File: src/rtl/cram_diag_loader_pkg.sv
// cram_diag_pkg: FSM states, default sizes and nibble-slice helpers shared by the CRAM diag loader
package cram_diag_pkg;
    localparam int unsigned NSLICE_DEF = 21;
    localparam int unsigned ADR_W_DEF = 11;
    localparam int unsigned WORD_W = 4 * NSLICE_DEF;
    typedef logic [3:0] nibble_t;
    typedef logic [4:0] slice_t;
    typedef logic [WORD_W-1:0] word_t;
    typedef enum logic [2:0] {IDLE, ADR, WSET, WSTB, WHLD, RSTB, RSMP, DONE} state_t;
    function automatic nibble_t slice_get(input word_t w, input slice_t k);
        return w[4*k +: 4];
    endfunction
    function automatic word_t slice_put(input word_t w, input slice_t k, input nibble_t n);
        word_t r;
        r = w;
        r[4*k +: 4] = n;
        return r;
    endfunction
endpackage

File: src/rtl/cram_diag_loader_strobe_timer.sv
// cram_strobe_timer: loadable down-counter flagging the final cycle of a CYC-long diag strobe
module cram_strobe_timer #(
    parameter int unsigned CYC = 2
) (
    input  logic clk,
    input  logic rst,
    input  logic load,
    output logic last
);
    localparam int unsigned CW = CYC > 1 ? $clog2(CYC) : 1;
    logic [CW-1:0] cnt_q, cnt_d;
    always_comb cnt_d = load ? CW'(CYC - 1) : (cnt_q != '0 ? cnt_q - CW'(1) : cnt_q);
    always_ff @(posedge clk) begin
        if (rst) cnt_q <= '0;
        else cnt_q <= cnt_d;
    end
    assign last = cnt_q == '0;
endmodule

File: src/rtl/cram_diag_loader.sv
// cram_diag_loader: slice-serial CRAM microword write/read sequencer; CRAM_VERIFY_EN adds a readback verify pass after writes
module cram_diag_loader
    import cram_diag_pkg::*;
#(
    parameter int unsigned NSLICE = NSLICE_DEF,
    parameter int unsigned ADR_W = ADR_W_DEF,
    parameter int unsigned STROBE_CYC = 2
) (
    input  logic                  clk_h,
    input  logic                  mr_reset_h,
    input  logic                  req_valid,
    output logic                  req_ready,
    input  logic                  req_write,
    input  logic [ADR_W-1:0]      req_adr,
    input  logic [4*NSLICE-1:0]   req_data,
    output logic                  rsp_valid,
    output logic [4*NSLICE-1:0]   rsp_data,
    output logic                  rsp_err,
    output logic [ADR_W-1:0]      cra_adr_d_h,
    output logic [4:0]            slice_sel_h,
    output logic                  diag_load_func_l,
    output logic                  diag_read_func_l,
    output logic [3:0]            ebus_d_out_h,
    output logic                  ebus_d_oe_h,
    input  logic [3:0]            ebus_d_in_h
);
    localparam int unsigned W = 4 * NSLICE;
`ifdef CRAM_VERIFY_EN
    localparam bit VERIFY_EN = 1'b1;
`else
    localparam bit VERIFY_EN = 1'b0;
`endif
    localparam slice_t LAST = slice_t'(NSLICE - 1);

    state_t state_q, state_d;
    logic [ADR_W-1:0] adr_q, adr_d;
    logic [W-1:0] wdata_q, wdata_d, rdata_q, rdata_d;
    logic wr_q, wr_d, err_q, err_d, ready_q, ready_d, rsp_valid_q, rsp_valid_d;
    logic load_l_q, load_l_d, read_l_q, read_l_d, oe_q, oe_d;
    nibble_t dout_q, dout_d;
    slice_t slice_q, slice_d;
    logic t_load, t_last;

    cram_strobe_timer #(.CYC(STROBE_CYC)) u_timer (
        .clk  (clk_h),
        .rst  (mr_reset_h),
        .load (t_load),
        .last (t_last)
    );

    always_comb begin
        state_d = state_q;
        adr_d = adr_q;
        wdata_d = wdata_q;
        rdata_d = rdata_q;
        wr_d = wr_q;
        err_d = err_q;
        slice_d = slice_q;
        case (state_q)
            IDLE: if (req_valid && ready_q) begin
                state_d = ADR;
                adr_d = req_adr;
                wdata_d = req_data;
                wr_d = req_write;
                rdata_d = '0;
                err_d = 1'b0;
                slice_d = '0;
            end
            ADR: state_d = wr_q ? WSET : RSTB;
            WSET: state_d = WSTB;
            WSTB: state_d = t_last ? WHLD : WSTB;
            WHLD: begin
                state_d = slice_q != LAST ? WSET : (VERIFY_EN ? RSTB : DONE);
                slice_d = slice_q != LAST ? slice_q + 5'd1 : (VERIFY_EN ? '0 : slice_q);
            end
            RSTB: if (t_last) begin
                state_d = RSMP;
                rdata_d = W'(slice_put(word_t'(rdata_q), slice_q, ebus_d_in_h));
                // Only a write's readback pass is compared; plain reads never flag an error.
                err_d = err_q | (wr_q & VERIFY_EN & (ebus_d_in_h != slice_get(word_t'(wdata_q), slice_q)));
            end
            RSMP: begin
                state_d = slice_q == LAST ? DONE : RSTB;
                slice_d = slice_q == LAST ? slice_q : slice_q + 5'd1;
            end
            DONE: state_d = IDLE;
            default: state_d = IDLE;
        endcase
        t_load = (state_d == WSTB || state_d == RSTB) && state_d != state_q;
        ready_d = state_d == IDLE;
        rsp_valid_d = state_d == DONE;
        load_l_d = state_d != WSTB;
        read_l_d = state_d != RSTB;
        oe_d = state_d inside {WSET, WSTB, WHLD};
        dout_d = oe_d ? slice_get(word_t'(wdata_d), slice_d) : dout_q;
    end

    always_ff @(posedge clk_h) begin
        if (mr_reset_h) begin
            state_q <= IDLE;
            adr_q <= '0;
            wdata_q <= '0;
            rdata_q <= '0;
            wr_q <= 1'b0;
            err_q <= 1'b0;
            slice_q <= '0;
            ready_q <= 1'b0;
            rsp_valid_q <= 1'b0;
            load_l_q <= 1'b1;
            read_l_q <= 1'b1;
            oe_q <= 1'b0;
            dout_q <= '0;
        end else begin
            state_q <= state_d;
            adr_q <= adr_d;
            wdata_q <= wdata_d;
            rdata_q <= rdata_d;
            wr_q <= wr_d;
            err_q <= err_d;
            slice_q <= slice_d;
            ready_q <= ready_d;
            rsp_valid_q <= rsp_valid_d;
            load_l_q <= load_l_d;
            read_l_q <= read_l_d;
            oe_q <= oe_d;
            dout_q <= dout_d;
        end
    end

    assign req_ready = ready_q;
    assign rsp_valid = rsp_valid_q;
    assign rsp_data = rdata_q;
    assign rsp_err = err_q;
    assign cra_adr_d_h = adr_q;
    assign slice_sel_h = slice_q;
    assign diag_load_func_l = load_l_q;
    assign diag_read_func_l = read_l_q;
    assign ebus_d_out_h = dout_q;
    assign ebus_d_oe_h = oe_q;
endmodule

File: config.mk
export PLATFORM = sky130hd
export DESIGN_NAME = cram_diag_loader
export DESIGN_NICKNAME = d
export VERILOG_FILES = /design/src/rtl/cram_diag_loader_pkg.sv /design/src/rtl/cram_diag_loader_strobe_timer.sv /design/src/rtl/cram_diag_loader.sv
export SDC_FILE = /design/constraint.sdc
export NUM_CORES = 1
export LEC_CHECK = 0
export BUFFER_PORTS_ARGS = -buffer_cell sky130_fd_sc_hd__buf_2
export CAP_MARGIN = 15
export CORE_ASPECT_RATIO = 0.7
export CORE_UTILIZATION = 54
export CTS_CLUSTER_SIZE = 8
export DETAILED_ROUTE_END_ITERATION = 10
export GPL_TIMING_DRIVEN = 0
export PLACE_DENSITY = 0.82
export SKIP_CTS_REPAIR_TIMING = 1
export SKIP_LAST_GASP = 1
export SLEW_MARGIN = 15
export SYNTH_ARGS = -nofsm -noshare
export SYNTH_HDL_FRONTEND = slang
export SYNTH_SLANG_ARGS = --single-unit
File: constraint.sdc
create_clock -name clk_h -period 3.55 [get_ports clk_h]
set_clock_uncertainty 0.15 [all_clocks]
set_input_delay 0.355 -clock clk_h [delete_from_list [all_inputs] [get_ports clk_h]]
set_output_delay 0.355 -clock clk_h [all_outputs]
set_load 0.01 [all_outputs]
After elaboration in Yosys (flattened, before gate mapping)
Cells that the tools add are included.
{"block": "classes", "addsub": 3, "n_eq_ne": 19, "n_shift": 3, "muxes": 19, "reduce_logical": 9}
{"operator": "$mux W84", "count": 4}
{"operator": "$pmux W84 S2", "count": 1}
{"operator": "$bwmux W84", "count": 1}
{"operator": "$shift A4 B34 Y84 const A", "count": 1}
{"operator": "$shiftx A4 B34 Y84", "count": 1}
{"operator": "$shiftx A84 B8 Y4", "count": 1}
{"operator": "$neg A7 Y34", "count": 1}
{"operator": "$pmux W3 S8", "count": 1}
{"operator": "$eq A3 B3 Y1 const B", "count": 7}
{"operator": "$mux W3", "count": 5}
{"operator": "$mux W5", "count": 3}
{"operator": "$pmux W5 S3", "count": 1}
{"operator": "$eq A3 B2 Y1 const B", "count": 4}
{"operator": "$logic_not A3 Y1", "count": 2}
{"operator": "$add A5 B1 Y5 const B", "count": 1}
{"operator": "$eq A5 B5 Y1 const B", "count": 1}
{"operator": "$ne A5 B5 Y1 const B", "count": 1}
{"operator": "$ne A2 B2 Y1 const B", "count": 2}
{"operator": "$eq A3 B1 Y1 const B", "count": 1}
{"operator": "$ne A3 B2 Y1 const B", "count": 1}
{"operator": "$ne A3 B3 Y1", "count": 1}
{"operator": "$ne A3 B3 Y1 const B", "count": 1}
{"operator": "$reduce_and A3 Y1", "count": 1}
{"operator": "$reduce_bool A3 Y1", "count": 1}
{"operator": "other kinds (7)", "count": 9}
{"block": "word_totals", "regBits": 198, "inputBits": 103, "output_inout_bits": 110, "elab_cells": 66}

Logic depth before layout (Yosys ltp)
{"block": "logic_depth", "word_depth": 7, "depth_mapped": 12, "mapped_depth_nobuf": 10}

Modules after synthesis
From an unflattened synthesis, not the netlist that was laid out.
{"block": "unflattened", "cells_unflattened": 1126, "hier_area_um2": 8838.5}
{"module": "cram_diag_loader", "n_inst": 1, "cells_each": 1123, "area_each_um2": 8800.9, "seq_area_each_um2": 3943.8}
{"module": "cram_strobe_timer", "n_inst": 1, "cells_each": 3, "area_each_um2": 37.5, "seq_area_each_um2": 20.0}

Worst setup path after synthesis
No wires, ideal clock.
{"block": "synth_path", "path_type": "reg2reg", "start": "reg slice_q[0] (netlist: slice_sel_h[0])", "end": "reg rdata_q[7] (netlist: rsp_data[7])", "setup_ns": 0.065, "arrival_time_ns": 2.606, "required_time_ns": 3.335, "slack_ns": 0.729, "stages_incl_launch_ff": 12, "path_buffers": 1, "period_less_slack_ns": 2.821, "path_cell_list": "dfxtp_1 -> buf_2 -> inv_1 -> ha_1 -> nor3b_1 -> ha_1 -> or4_1 -> nor3_2 -> a21oi_2 -> nor2_1 -> a22oi_1 -> nor2_1"}
{"block": "synth_between", "elab_chain_cells": 5, "word_cells_on_any_way": 6, "classes_between": "1 x add/sub; 2 x shift; 3 x mux"}
{"item": "from (decl)", "line_no": "cram_diag_loader.sv:41", "source": "slice_t slice_q, slice_d;"}
{"item": "from (signal assigned)", "line_no": "cram_diag_loader.sv:120", "source": "slice_q <= slice_d;"}
{"item": "$neg A7 Y34 (*)", "line_no": "cram_diag_loader_pkg.sv:16", "source": "r[4*k +: 4] = n;"}
{"item": "$shiftx A4 B34 Y84 / $shift A4 B34 Y84 (equally long branches)", "line_no": "cram_diag_loader_pkg.sv:16"}
{"item": "$bwmux W84 (*)", "line_no": "cram_diag_loader_pkg.sv:16"}
{"item": "$mux W84 (*)", "line_no": "cram_diag_loader.sv:76", "source": "RSTB: if (t_last) begin"}
{"item": "$pmux W84 S2 (*)", "line_no": "cram_diag_loader.sv:59", "source": "case (state_q)"}
{"item": "to (signal assigned)", "line_no": "cram_diag_loader.sv:117", "source": "rdata_q <= rdata_d;"}
{"item": "to (decl)", "line_no": "cram_diag_loader.sv:37", "source": "logic [W-1:0] wdata_q, wdata_d, rdata_q, rdata_d;"}
Every way passes the cells marked *; elsewhere a longest branch is shown, timed or not. The select of a mux whose other input is x is not followed.
A chain may end at the register's enable or synchronous reset.

Worst setup path after layout
{"block": "layout_path", "start": "reg slice_q[0] (netlist: slice_sel_h[0])", "end": "reg dout_q[2] (netlist: ebus_d_out_h[2])"}
{"block": "layout_between", "elab_chain_cells": 5, "word_cells_on_any_way": 15, "classes_between": "1 x add/sub; 5 x eq/ne; 1 x shift; 7 x mux; 1 x reduce/logical"}
{"item": "parallel branches: the longest is 5 deep, another holds $add A5 B1 Y5"}
{"item": "to (signal assigned)", "line_no": "cram_diag_loader.sv:126", "source": "dout_q <= dout_d;"}
{"item": "to (decl)", "line_no": "cram_diag_loader.sv:40", "source": "nibble_t dout_q, dout_d;"}
Several ways; the timed one is not identified.

==> results.yml <==
outcome:
  status: "complete, but fails checks"
  violations: "hold timing, setup timing"
synthesis:
  synth_common_cells: "231 x nand2_1, 198 x dfxtp_1, 131 x a21oi_1, 120 x nor2_1, 54 x a22oi_1"
  synth_edf_count: 0
  synth_area_leader_cell: "dfxtp_1"
  synth.avg_cell_area_sq_um: 8.094
  syn_nets: 1180
  synth_area_leaders: "dfxtp_1 46%, nand2_1 10%, a21oi_1 7.5%, nor2_1 5.2%, a22oi_1 4.7%"
  ys_types: 75
  synth_most_common_cell: "nand2_1"
  synth_top_cell_area_share: 0.4560
  yosysSeqAreaShare: 0.4560
  yosys_warnings: 0
  synth_top_flop_cell: "dfxtp_1"
  syn_inst: 1074
  ys_ff_latch: 198
  synth_async_sr_flop_share: 0
  synth_area_sq_um: 8693
clock_tree:
  cts.clk_slew.worst_paths_ns: 0.08
  cts_max_level: 4
  clkLatencyLatePin_ns: 0.45
  cts_root_buffer: "clkbuf_16"
  clockBufferDepth: 2
  clkSinkCount: 198
  cts_tree: "done"
  numCtsBuffers: 17
drt:
  drtAntennaViolNets: 0
  drcViolationCount: 0
  wl_per_cell_um: 19.37
  drt-initial-drc-count: 1120
  drt-pass1-iter-count: 6
  vias_per_cell: 6.074
  wirelength_um: 29750
  vias: 9329
grt:
  grt_usage: 0.3568
  antenna_found_initial: 2
  globalRouteMet1Util: 0.5078
  grt_busiest_layer: "met1"
  met3_usage: 0.1118
  grt_pass1_vias: 8403
  grt_pass1_wl_um: 45120
  grt_max_degree: 18
  use_met2: 0.5045
  gr-total-overflow: 0
pwr:
  p_leak_nw: 4.267
  power.density_nw_per_um2: 479.7
  worst_ir_drop_vdd_uv: 333.9
layout:
  register_area_sq_um: 3964
  instances_no_fill: 1536
  drive_gt1_frac: 0.2286
  nFillCells: 1301
  multiInputGateArea_sq_um: 4388
  finish.net_count: 1427
  area_delta_synth_final_pct: 24.61
  fin_area_sq_um: 10830
  postLayoutCoreUtil: 0.6946
setup_path:
  crit_type: "reg -> reg"
  reg2reg_from: "slice_sel_h[0]$_SDFF_PP0_"
  worstSetupStartpointType: "register"
  crit_path_end_kind: "register"
  reg2reg_depth: 11
  worst_ep_arrival_time_ns: 3.81
  crit_fanout: 10
  cp_data_required_time_ns: 3.79
  r2r_slack_ns: -0.02
  rr_endpoint: "ebus_d_out_h[2]$_SDFFE_PP0P_"
sta:
  slew_violations: 0
  finalCritPeriodShare: 1.006
  slew_headroom: 0.3616
  whs_ns: -0.01635
  finalSetupViolCount: 1
  rsz0062_at_grt: "yes"
  fin_crit_ns: 3.572
  clock.fmax_mhz: 280.0
  timing_worst_slew_pin_value_ns: 0.9577
  finalHoldViolCount: 15
  fin_ws_ns: -0.02188
place:
  finalWeightedCongestion: 1.017
  dp.cells: 1484
  place_ws_ns: -0.1234
  dp_hpwl_um: 21390
  port_buffers: 210
  place_area_sq_um: 9995
hold_path:
  timing.hold.worst.start: "req_data[63]"
  holdPathEnd: "wdata_q[63]$_SDFF_PP0_"
  min_delay_path_depth: 3
  min_path_type: "in -> reg"
floorplanning:
  initial_core_util: 0.5574
  die_w_um: 153.7
  pin_count: 213
  dieArea_sq_um: 16620
  die_h_um: 108.2
  coreArea_sq_um: 15600
  fp-row-count: 38
flow_run:
  cap_violations: 0
report_power, final:
group / total [W] / internal [W] / switching [W]
registers: 0.00239 / 0.00233 / 0.0000653
clock network: 0.00204 / 0.00114 / 0.000903
logic: 0.000763 / 0.000248 / 0.000515
final cells by class:
type / instances / share of cell area
diodes: 2 / 0.0004620
plain buffers: 83 / 0.03361
clock buffers: 19 / 0.04089
clock inverters: 13 / 0.01559
inverters: 5 / 0.001733
multi-input cells: 788 / 0.4051
flip-flops and latches: 198 / 0.3659
well taps: 200 / 0.02310
repair buffers: 228 / 0.1137
sequential cells by signal, indices dropped and copies added, names as in the netlist:
signal / flops
rsp_valid: 1
u_timer.cnt_q: 1
slice_sel_h: 5
diag_read_func_l: 1
req_ready: 1
state_q: 3
diag_load_func_l: 1
cra_adr_d_h: 11
rsp_data: 84
ebus_d_oe_h: 1
wr_q: 1
ebus_d_out_h: 4
wdata_q: 84
placed cells by master (no fill, tap or decap), types with 4 or more instances in the layout:
cell and n:
buf_2 231, nand2_1 231, dfxtp_1 198, a21oi_1 131
nor2_1 117, a22oi_1 54, clkbuf_1 45, nand3_1 31
dlygate4sd3_1 18, clkbuf_16 17, nor3_1 15, mux2i_1 15
a32oi_1 14, a31oi_1 12, a211oi_1 11, nor2b_1 10
nor4_1 10, a21boi_0 10, buf_1 9, nand4_1 8
buf_4 6, and3_1 6, o21ai_0 6, a221oi_1 6
inv_1 5, and2_1 5, nor3_2 5, nor2_2 5
a311oi_1 5, a211o_1 4, mux2_1 4, a2111oi_0 4
how the worst max path moves through the flow:
stage | endpoint | from | cells after the start | slack, ns
after floorplan | rsp_data[7]$_SDFFE_PP0P_ | slice_sel_h[0]$_SDFF_PP0_ | 11 | 0.73
after global placement | ebus_d_out_h[2]$_SDFFE_PP0P_ | slice_sel_h[0]$_SDFF_PP0_ | 11 | -0.09
after detailed placement | ebus_d_out_h[2]$_SDFFE_PP0P_ | slice_sel_h[0]$_SDFF_PP0_ | 11 | -0.12
after CTS | ebus_d_out_h[2]$_SDFFE_PP0P_ | slice_sel_h[0]$_SDFF_PP0_ | 11 | -0.20
after global routing | ebus_d_out_h[2]$_SDFFE_PP0P_ | slice_sel_h[0]$_SDFF_PP0_ | 11 | -0.08
final | ebus_d_out_h[2]$_SDFFE_PP0P_ | slice_sel_h[0]$_SDFF_PP0_ | 11 | -0.02
through the flow:
stage               hold slack [ns]   TNS, ns  total power (W)
finish                     -0.01635  -0.02188         0.005197
floorplan                    0.2821         0         0.002880
CTS                        -0.01222   -0.2229         0.005138
global route             -0.0004022  -0.08479         0.005369
global placement             0.2883  -0.09491         0.003138
detailed placement           0.2931   -0.1286         0.003155
per-layer routing:
metal	share of wire	wire length [um]
met5	0.0022	65
met4	0.025	730
met3	0.13	3727
met2	0.41	12180
met1	0.44	13050
worst max-delay path, cell delays in order, from the launching register on:
cell,delay [ns]
dfxtp_1,0.38
buf_2,0.24
inv_1,0.11
ha_1,0.30
and4b_1,0.31
o2bb2ai_1,0.21
a32oi_4,0.46
clkbuf_2,0.40
a21oi_1,0.07
a221oi_1,0.61
o31ai_1,0.15
nand3_1,0.11
logic make-up (layout without fill, tap and decap cells):
family          count (synthesis)  after routing  share of synthesized area
flops                         198            198                     0.4560
other cells                     1              3                  0.0004314
fa+ha+maj                       3              3                   0.004318
buf+inv                        88            348                    0.04361
compound gates                289            289                     0.2227
xor+xnor                        2              2                   0.002015
mux                            20             20                    0.02375
simple gates                  473            473                     0.2473
Note: power is estimated with default switching activity, not from simulation.
